--- src/rtl/packet_sipo184_pkg.sv ---
// Shared LiDAR framing definitions: packet length and the receive/transmit FSM encodings
// used by both the 184-bit SIPO receiver and the matching PISO transmitter.
package packet_sipo184_pkg;

  localparam int PKT_BITS = 184;
  localparam int CNT_W    = 8;

  typedef enum logic {
    ST_IDLE  = 1'b0,
    ST_SHIFT = 1'b1
  } state_t;

endpackage

--- src/rtl/packet_sipo184_bit_counter.sv ---
// Bit counter for the SIPO receiver: clear beats load-to-one, which beats increment.
// o_term flags that the counter holds TERM, i.e. the next accepted bit closes the frame.
module bit_counter #(
  parameter int WIDTH = 8,
  parameter int TERM  = 183
) (
  input  logic clk,
  input  logic reset,
  input  logic i_clear,
  input  logic i_load,
  input  logic i_inc,
  output logic o_term
);

  logic [WIDTH-1:0] r_count;

  always_ff @(posedge clk or posedge reset) begin
    if (reset) begin
      r_count <= '0;
    end else if (i_clear) begin
      r_count <= '0;
    end else if (i_load) begin
      r_count <= WIDTH'(1);
    end else if (i_inc) begin
      r_count <= r_count + WIDTH'(1);
    end
  end

  assign o_term = (r_count == WIDTH'(TERM));

endmodule

--- src/rtl/packet_sipo184.sv ---
// Serial-in parallel-out receiver for 184-bit LiDAR packets, MSB first, framed by start
// and paced by bit_en; holds the last completed packet until acknowledged.
module packet_sipo184 #(
  parameter int PKT_BITS = packet_sipo184_pkg::PKT_BITS,
  parameter int CNT_W    = packet_sipo184_pkg::CNT_W
) (
  input  logic                clk,
  input  logic                reset,
  input  logic                sdata,
  input  logic                bit_en,
  input  logic                start,
  input  logic                packet_ack,
  output logic [PKT_BITS-1:0] packet_out,
  output logic                packet_valid,
  output logic                busy,
  output logic                framing_err,
  output logic                overrun,
  output logic [CNT_W-1:0]    packet_count
);

  import packet_sipo184_pkg::*;

  state_t              r_state;
  state_t              w_nextState;
  logic                w_load;
  logic                w_shift;
  logic                w_complete;
  logic                w_abort;
  logic                w_term;
  logic [PKT_BITS-1:0] r_shiftReg;
  logic [PKT_BITS-1:0] w_assembled;
  logic [PKT_BITS-1:0] r_packetOut;
  logic                r_packetValid;
  logic                r_framingErr;
  logic                r_overrun;
  logic [CNT_W-1:0]    r_packetCount;

  bit_counter #(
    .WIDTH (CNT_W),
    .TERM  (PKT_BITS - 1)
  ) u_bitCounter (
    .clk     (clk),
    .reset   (reset),
    .i_clear (w_complete),
    .i_load  (w_load),
    .i_inc   (w_shift),
    .o_term  (w_term)
  );

  always_ff @(posedge clk or posedge reset) begin
    if (reset) begin
      r_state <= ST_IDLE;
    end else begin
      r_state <= w_nextState;
    end
  end

  // A start seen mid-frame restarts the frame on the same bit, so no bit is lost.
  always_comb begin
    w_nextState = r_state;
    w_load      = 1'b0;
    w_shift     = 1'b0;
    w_complete  = 1'b0;
    w_abort     = 1'b0;
    case (r_state)
      ST_IDLE: begin
        if (bit_en && start) begin
          w_load      = 1'b1;
          w_nextState = ST_SHIFT;
        end
      end
      ST_SHIFT: begin
        if (bit_en) begin
          if (start) begin
            w_load  = 1'b1;
            w_abort = 1'b1;
          end else if (w_term) begin
            w_complete  = 1'b1;
            w_nextState = ST_IDLE;
          end else begin
            w_shift = 1'b1;
          end
        end
      end
      default: w_nextState = ST_IDLE;
    endcase
  end

  assign w_assembled = {r_shiftReg[PKT_BITS-2:0], sdata};

  always_ff @(posedge clk or posedge reset) begin
    if (reset) begin
      r_shiftReg <= '0;
    end else if (w_load) begin
      r_shiftReg <= {{(PKT_BITS-1){1'b0}}, sdata};
    end else if (w_shift || w_complete) begin
      r_shiftReg <= w_assembled;
    end
  end

  // A completion wins over a simultaneous acknowledge so the fresh packet stays valid.
  always_ff @(posedge clk or posedge reset) begin
    if (reset) begin
      r_packetOut   <= '0;
      r_packetValid <= 1'b0;
      r_framingErr  <= 1'b0;
      r_overrun     <= 1'b0;
      r_packetCount <= '0;
    end else begin
      r_framingErr <= w_abort;
      if (w_complete) begin
        r_packetOut   <= w_assembled;
        r_packetValid <= 1'b1;
        r_packetCount <= r_packetCount + CNT_W'(1);
        if (r_packetValid && !packet_ack) begin
          r_overrun <= 1'b1;
        end
      end else if (packet_ack) begin
        r_packetValid <= 1'b0;
      end
    end
  end

  assign packet_out   = r_packetOut;
  assign packet_valid = r_packetValid;
  assign busy         = (r_state == ST_SHIFT);
  assign framing_err  = r_framingErr;
  assign overrun      = r_overrun;
  assign packet_count = r_packetCount;

endmodule

--- config.mk ---
export PLATFORM = sky130hd
export DESIGN_NAME = packet_sipo184
export DESIGN_NICKNAME = d
export VERILOG_FILES = /design/src/rtl/packet_sipo184_pkg.sv /design/src/rtl/packet_sipo184_bit_counter.sv /design/src/rtl/packet_sipo184.sv
export SDC_FILE = /design/constraint.sdc
export NUM_CORES = 1
export LEC_CHECK = 0
export CAP_MARGIN = 20
export CORE_AREA = 2 2 176 178
export CTS_CLUSTER_SIZE = 25
export DETAILED_ROUTE_END_ITERATION = 7
export DIE_AREA = 0 0 178 180
export PLACE_DENSITY = 0.84
export SYNTH_ARGS = -nofsm -noshare
export SYNTH_HDL_FRONTEND = slang
export SYNTH_HIERARCHICAL = 1
export SYNTH_SLANG_ARGS = --single-unit
--- constraint.sdc ---
create_clock -name clk -period 22.8 [get_ports clk]
set_input_delay 2.28 -clock clk [delete_from_list [all_inputs] [get_ports clk]]
set_output_delay 2.28 -clock clk [all_outputs]
set_load 0.03 [all_outputs]
==> results.tsv, run 1 <==
stage	metric	value	unit
min_path	Hold WC Path Type	reg2reg	
sta	Final TNS setup	0	ns
layout	# fillers	2313	
layout	Net count, final	1454	
layout	antenna diode instance count	0	
layout	Final Non-Filler Cells	1870	
placement	IO Port Bufs	201	
floorplanning	Core ar.	30200	um2
placement	Placed Area	17100	um2
floorplanning	DIE HEIGHT	180	um
sta	RSZ-0062 raised after global routing	no	
routing	DR vias	10015	
run	max cap viols	0	
floorplanning	io pins	202	
status	status	completed	
cts	Post-CTS Hold Buffers	0	
floorplanning	row count	64	
yosys	area leader, netlist	dfrtp_1	
yosys	Syn Inst Count	1272	
sta	Final Hold Vio Count	0	
placement	DP HPWL	18900	um
setup_path	crit path capture type	asynchronous set/reset pin	
setup_path	R2R Setup Slk	18.74	ns
cts	Max clock buf depth	3	
sta	Achievable Freq	185	MHz
setup_path	Critical Path Source	reset	
cts	clk root buf	clkbuf_16	
global_routing	pin count of the biggest net entering global routing	109	
layout	most common cell after layout, fill and taps aside	dfrtp_1	
global_routing	first-pass GRT wire length	54300	um
yosys	mean area per synthesized cell	11.8	um2
routing	Routed Wire Length	32200	um
setup_path	Reg2Reg Depth	9	
cts	post-CTS resize count	0	
global_routing	initial antenna violation count	0	
cts	number of buffers created by CTS	40	
setup_path	kind of critical path	in2async	
global_routing	GRT Residual Overflow	0	
setup_path	Worst R2R End	u_bitCounter/r_count[7]	
sta	final worst path period share	23.7	%
floorplanning	die width	178	um
routing	DR iter-0 viols	771	
sta	skew final	0.0243	ns
placement	Setup WS pre-CTS	16.70	ns
routing	DRT Pass-1 Iters	5	
sta	Worst Max-Slew Pin Slew	1.08	ns
placement	Inst Count DP	1799	
cts	postcts setup bufs	0	
setup_path	Reg2Reg Launch Point	u_bitCounter/r_count[0]	
sta	minimum clock period	5.41	ns
layout	Final Core Density	61.3	%
sta	final setup vio count	0	
yosys	register area share after synthesis	64.7	%
layout	most frequent cells in the layout	dfrtp_1 (387), nand2_1 (379), clkdlybuf4s50_1 (201)	
pwr	maximum vdd ir drop	0.0000613	V
cts	worst skew pair latency	0.53	ns
routing	# DRC	0	
global_routing	vias in the first global route	10281	
yosys	mapped cell area	15000	um2
routing	routed vias/inst	5.36	
pwr	Leak	9.58	nW
global_routing	GRT Total Usage	20.7	%
setup_path	Startpoint Class	input port	
routing	Antenna Nets Post-Route	0	
yosys	FF+latch count, synth	387	
setup_path	CP endpoint	packet_out[128]	
yosys	Yosys top cell area share	64.7	%
yosys	synth top area cells	dfrtp_1 (65%), mux2_2 (14%), nand2_1 (9.5%), nand3_1 (6.2%), buf_6 (1.2%)	
yosys	Synth Net Count	1280	
yosys	Unique masters post-synth	32	
floorplanning	Initial Util	49.6	%
floorplanning	die area	32000	um2
cts	Clk pin slew, worst setup/hold paths	0.06	ns
layout	Finished Cell Area	18500	um2
setup_path	arrival time worst endpoint	5.93	ns
setup_path	worst-path maximum fanout	101	
sta	final max-slew violation count	0	
yosys	Ys Warns	6	
pwr	Pwr per Cell Area	75.6	nW/um2
cts	H-tree levels	2	
cts	# clock sinks	387	
sta	Final WS setup	17.39	ns
sta	Rel. slew slack	27.7	%
cts	clock tree from TritonCTS	built	
layout	Area growth syn-to-layout	23.7	%
setup_path	Critical Path RT	23.32	ns
placement	GP Congestion	0.810	
routing	wire per inst	17.2	um
layout	share of cells above drive strength 1	18.4	%
## Yosys cell counts
master    number
or4_1          1
nand2b_1       1
and3b_1        1
nor2_1         7
nand4_1        5
buf_4          4
o311ai_2       1
nand2_1      380
mux2i_1        1
buf_6         16
nand4b_2       1
o21bai_1       1
buf_2         20
clkbuf_1      21
mux2_2       184
o21ai_0        3
nand3_1      185
or3_2          2
inv_1          6
xnor2_1        5
nor4_4         1
nand3b_1       1
or2_2          1
xor2_1         6
o31ai_1        1
a21oi_1        3
dfrtp_1      387
and3_1         1
ha_1           2
buf_1         21
nor4_1         1
nor3_1         2
## final cells by class
| type | count | area, um2 | share of cell area, % |
|---|---|---|---|
| multi-input combinational | 797 | 4800 | 26.0 |
| tap | 396 | 495 | 2.68 |
| timing repair buffer | 214 | 2130 | 11.5 |
| inverter | 6 | 30.0 | 0.162 |
| clock buffer | 54 | 1130 | 6.13 |
| clock inverter | 16 | 228 | 1.23 |
| sequential | 387 | 9680 | 52.3 |
## state kept, by name (all words and copies together), names as in the netlist
| name | count |
|---|---|
| framing_err | 1 |
| busy | 1 |
| packet_valid | 1 |
| packet_out | 184 |
| u_bitCounter/r_count | 8 |
| packet_count | 8 |
| overrun | 1 |
| r_shiftReg | 183 |
## through the flow
step,hold WS [ns],power (mW)
after floorplan,0.451,0.733
after global placement,0.463,0.743
after detailed placement,0.470,0.744
after CTS,0.488,1.41
after global routing,0.509,1.45
final,0.480,1.40
## per-layer routing
layer / GRT usage (%) / up-vias / part of all wire (%)
met5: 0 / - / 0
met4: 4.95 / 0 / 2.2
met3: 4.72 / 58 / 6.2
met2: 32.9 / 288 / 48
met1: 29.0 / 5095 / 44
li1: - / 4574 / -
## logic make-up after synthesis
group | share of synthesized area (%)
AOI/OAI and AO/OA | 0.410
adders and majority gates | 0.167
DFF | 64.7
and+or+nand+nor | 16.8
muxes | 13.9
buffers and inverters | 3.28
xor gates and xnor gates | 0.644
## worst min path at each step
stage | from | end | slack (ns) | depth (start not counted)
after CTS | r_shiftReg[18] | r_shiftReg[19] | 0.49 | 2
after global placement | packet_out[0] | packet_out[0] | 0.46 | 2
after detailed placement | packet_out[0] | packet_out[0] | 0.47 | 2
final | packet_count[7] | packet_count[7] | 0.48 | 1
after global routing | packet_count[7] | packet_count[7] | 0.51 | 1
after floorplan | r_shiftReg[0] | r_shiftReg[1] | 0.45 | 2
## worst max-delay path, cell delays in order
cell and delay (ns):
clkdlybuf4s50_1 0.51, inv_8 0.48, buf_4 0.84, buf_4 0.78, buf_4 0.83
## power by group
group	internal (mW)	switching (mW)	total [mW]	leakage (nW)
combinational	0.00572	0.0333	0.0391	3.52
clock	0.406	0.261	0.667	0.675
sequential	0.690	0.00293	0.693	5.39
total	1.10	0.297	1.40	9.58
No activity file was read; power rests on OpenSTA's default activity.
==> inputs of run 2 (changes only) <==
--- a/config.mk
+++ b/config.mk
@@ -6,11 +6,11 @@
 export NUM_CORES = 1
 export LEC_CHECK = 0
 export CAP_MARGIN = 20
-export CORE_AREA = 2 2 176 178
+export CORE_AREA = 2 2 178 180
 export CTS_CLUSTER_SIZE = 25
 export DETAILED_ROUTE_END_ITERATION = 7
-export DIE_AREA = 0 0 178 180
-export PLACE_DENSITY = 0.84
+export DIE_AREA = 0 0 180 182
+export PLACE_DENSITY = 0.86
 export SYNTH_ARGS = -nofsm -noshare
 export SYNTH_HDL_FRONTEND = slang
 export SYNTH_HIERARCHICAL = 1
==> constraint.sdc (replaced) <==
create_clock -name clk -period 4.7 [get_ports clk]
set_input_delay 0.47 -clock clk [delete_from_list [all_inputs] [get_ports clk]]
set_output_delay 0.47 -clock clk [all_outputs]
set_load 0.03 [all_outputs]
==> run 2 against run 1 <==
Against the previous run:
- register-to-register slack worse by 17 ns
- non-clock buffer count down 2
- clock skew down 0.0088 ns
- flip-flop and latch count unchanged
- sequential share of layout area up 0.15 points
- critical path type is now reg2reg
- cell area down 0.29%
- largest power group unchanged
- total power rose to 4.7 times the previous value
- global-route usage down 1.4 points
==> results.tsv, run 2 (synthesis gave the netlist of run 1 again) <==
stage	metric	value	unit	change
layout	Net count, final	1451		was 1454
placement	IO Port Bufs	201		unchanged
cts	worst skew pair latency	0.51	ns	was 0.53 ns
layout	Finished Cell Area	18500	um2	about the same
run	max cap viols	0		unchanged
sta	Final WS setup	1.29	ns	was 17.39 ns
layout	most frequent cells in the layout	dfrtp_1 (387), nand2_1 (379), clkdlybuf4s50_1 (201)		unchanged
setup_path	Max stage delay on crit path	0.63	ns	was 0.84 ns
layout	most common cell after layout, fill and taps aside	dfrtp_1		unchanged
setup_path	arrival time worst endpoint	3.84	ns	was 5.93 ns
setup_path	crit path capture type	register		was asynchronous set/reset pin
routing	DR iter-0 viols	681		was 771
global_routing	first-pass GRT wire length	52300	um	was 54300 um
setup_path	worst-path maximum fanout	28		was 101
floorplanning	Initial Util	48.3	%	was 49.6%
routing	Antenna Nets Post-Route	0		unchanged
cts	# clock sinks	387		unchanged
floorplanning	die area	32800	um2	was 32000 um2
setup_path	CP top delay family	simple AND/OR/NAND/NOR gates		was buffers and inverters
floorplanning	Core ar.	31000	um2	was 30200 um2
routing	Routed Wire Length	31500	um	was 32200 um
setup_path	R2R Setup Slk	1.29	ns	was 18.74 ns
global_routing	initial antenna violation count	0		unchanged
sta	final worst path period share	72.5	%	
placement	GP Congestion	0.749		was 0.810
sta	RSZ-0062 raised after global routing	no		unchanged
layout	antenna diode instance count	0		unchanged
layout	share of cells above drive strength 1	17.9	%	was 18.4%
setup_path	Reg2Reg Launch Point	u_bitCounter/r_count[0]		unchanged
pwr	Leak	9.54	nW	was 9.58 nW
floorplanning	DIE HEIGHT	182	um	was 180 um
cts	post-CTS resize count	0		unchanged
sta	Final TNS setup	0	ns	unchanged
setup_path	Critical Path RT	5.13	ns	was 23.32 ns
cts	clock tree from TritonCTS	built		unchanged
routing	# DRC	0		unchanged
placement	Setup WS pre-CTS	1.30	ns	was 16.70 ns
setup_path	Startpoint Class	register		was input port
floorplanning	io pins	202		unchanged
cts	Post-CTS Hold Buffers	0		unchanged
routing	DR vias	9940		was 10015
status	status	completed		unchanged
global_routing	pin count of the biggest net entering global routing	184		was 109
floorplanning	row count	65		was 64
global_routing	GRT Total Usage	19.2	%	was 20.7%
pwr	Pwr per Cell Area	357	nW/um2	was 75.6 nW/um2
setup_path	Reg2Reg Depth	8		was 9
cts	Max clock buf depth	3		unchanged
placement	DP HPWL	18700	um	was 18900 um
min_path	Hold WC Path Type	in2async		was reg2reg
global_routing	GRT Residual Overflow	0		unchanged
setup_path	Buf/Inv on CP	1		was 5
floorplanning	die width	180	um	was 178 um
sta	Rel. slew slack	32.1	%	was 27.7%
setup_path	CP cell instances	ha_1 > nand3_1 > nor4_1 > nand4b_4 > inv_2 > o311ai_2 > or4_1 > a21oi_1		was clkdlybuf4s50_1 > inv_8 > buf_4 > buf_4 > buf_4
layout	max reg flops	184		unchanged
global_routing	vias in the first global route	9994		was 10281
pwr	maximum vdd ir drop	0.000223	V	was 0.0000613 V
setup_path	Worst R2R End	u_bitCounter/r_count[7]		unchanged
placement	Placed Area	17200	um2	was 17100 um2
cts	clk root buf	clkbuf_16		unchanged
sta	final max-slew violation count	0		unchanged
cts	number of buffers created by CTS	39		was 40
cts	Clk pin slew, worst setup/hold paths	0.06	ns	about the same
routing	routed vias/inst	5.32		was 5.36
setup_path	kind of critical path	reg2reg		was in2async
cts	H-tree levels	2		unchanged
sta	Achievable Freq	294	MHz	
sta	Worst Max-Slew Pin Slew	1.02	ns	was 1.08 ns
sta	Final Hold Vio Count	0		unchanged
routing	wire per inst	16.9	um	was 17.2 um
setup_path	crit path max-delay cell type	nor4_1		was buf_4
layout	Area growth syn-to-layout	23.3	%	was 23.7%
cts	postcts setup bufs	0		unchanged
sta	Hold Slack	0.318	ns	was 0.480 ns
sta	minimum clock period	3.41	ns	
layout	Final Core Density	59.5	%	was 61.3%
sta	skew final	0.0155	ns	was 0.0243 ns
routing	DRT Pass-1 Iters	5		unchanged
sta	final setup vio count	0		unchanged
-- run 2: cell count changes in the layout (fill, tap and decap cells not counted), sizes merged --
cell,delta
inv,-2
bufinv,-3
clkbuf,+3
buf,-2
clkinvlp,+2
clkinv,-4
-- run 2: routing by layer --
metal	part of all wire, %	global-route usage (%)	vias up
li1	-	-	4567
met1	43	26.2	5038
met2	49	31.2	280
met3	6.3	4.89	55
met4	2.0	4.81	0
met5	0	0	-
-- run 2: cell type report --
class	count	area (um2)
tap	402	503
multi-input combinational	797	4800
clock inverter	9	97.6
sequential	387	9680
timing repair buffer	212	2170
inverter	6	26.3
clock buffer	57	1170
fill	2416	12500
-- run 2: stage by stage --
stage | cells | total power [mW]
after floorplan | 1272 | 3.56
after global placement | 1804 | 3.61
after detailed placement | 1804 | 3.62
after CTS | 1870 | 6.67
after global routing | 1870 | 6.84
final | 1870 | 6.60
-- run 2: worst reg2reg max path, stage by stage, from the launching register on --
cell	delay [ns]
dfrtp_1	0.42
ha_1	0.24
nand3_1	0.12
nor4_1	0.63
nand4b_4	0.39
inv_2	0.61
o311ai_2	0.26
or4_1	0.51
a21oi_1	0.16
-- run 2: worst max-delay path by stage --
stage,end,depth (start not counted),start
after floorplan,busy,1,reset
after global placement,u_bitCounter/r_count[7],8,u_bitCounter/r_count[0]
after detailed placement,u_bitCounter/r_count[7],8,u_bitCounter/r_count[0]
after CTS,u_bitCounter/r_count[7],8,u_bitCounter/r_count[0]
after global routing,u_bitCounter/r_count[7],8,u_bitCounter/r_count[0]
final,u_bitCounter/r_count[7],8,u_bitCounter/r_count[0]
-- run 2: power breakdown --
part | total, mW | leakage, nW | internal (mW) | switching, mW
registers | 3.36 | 5.39 | 3.35 | 0.0154
logic | 0.194 | 3.53 | 0.0316 | 0.162
clock network | 3.04 | 0.624 | 1.82 | 1.22
total | 6.60 | 9.54 | 5.20 | 1.40
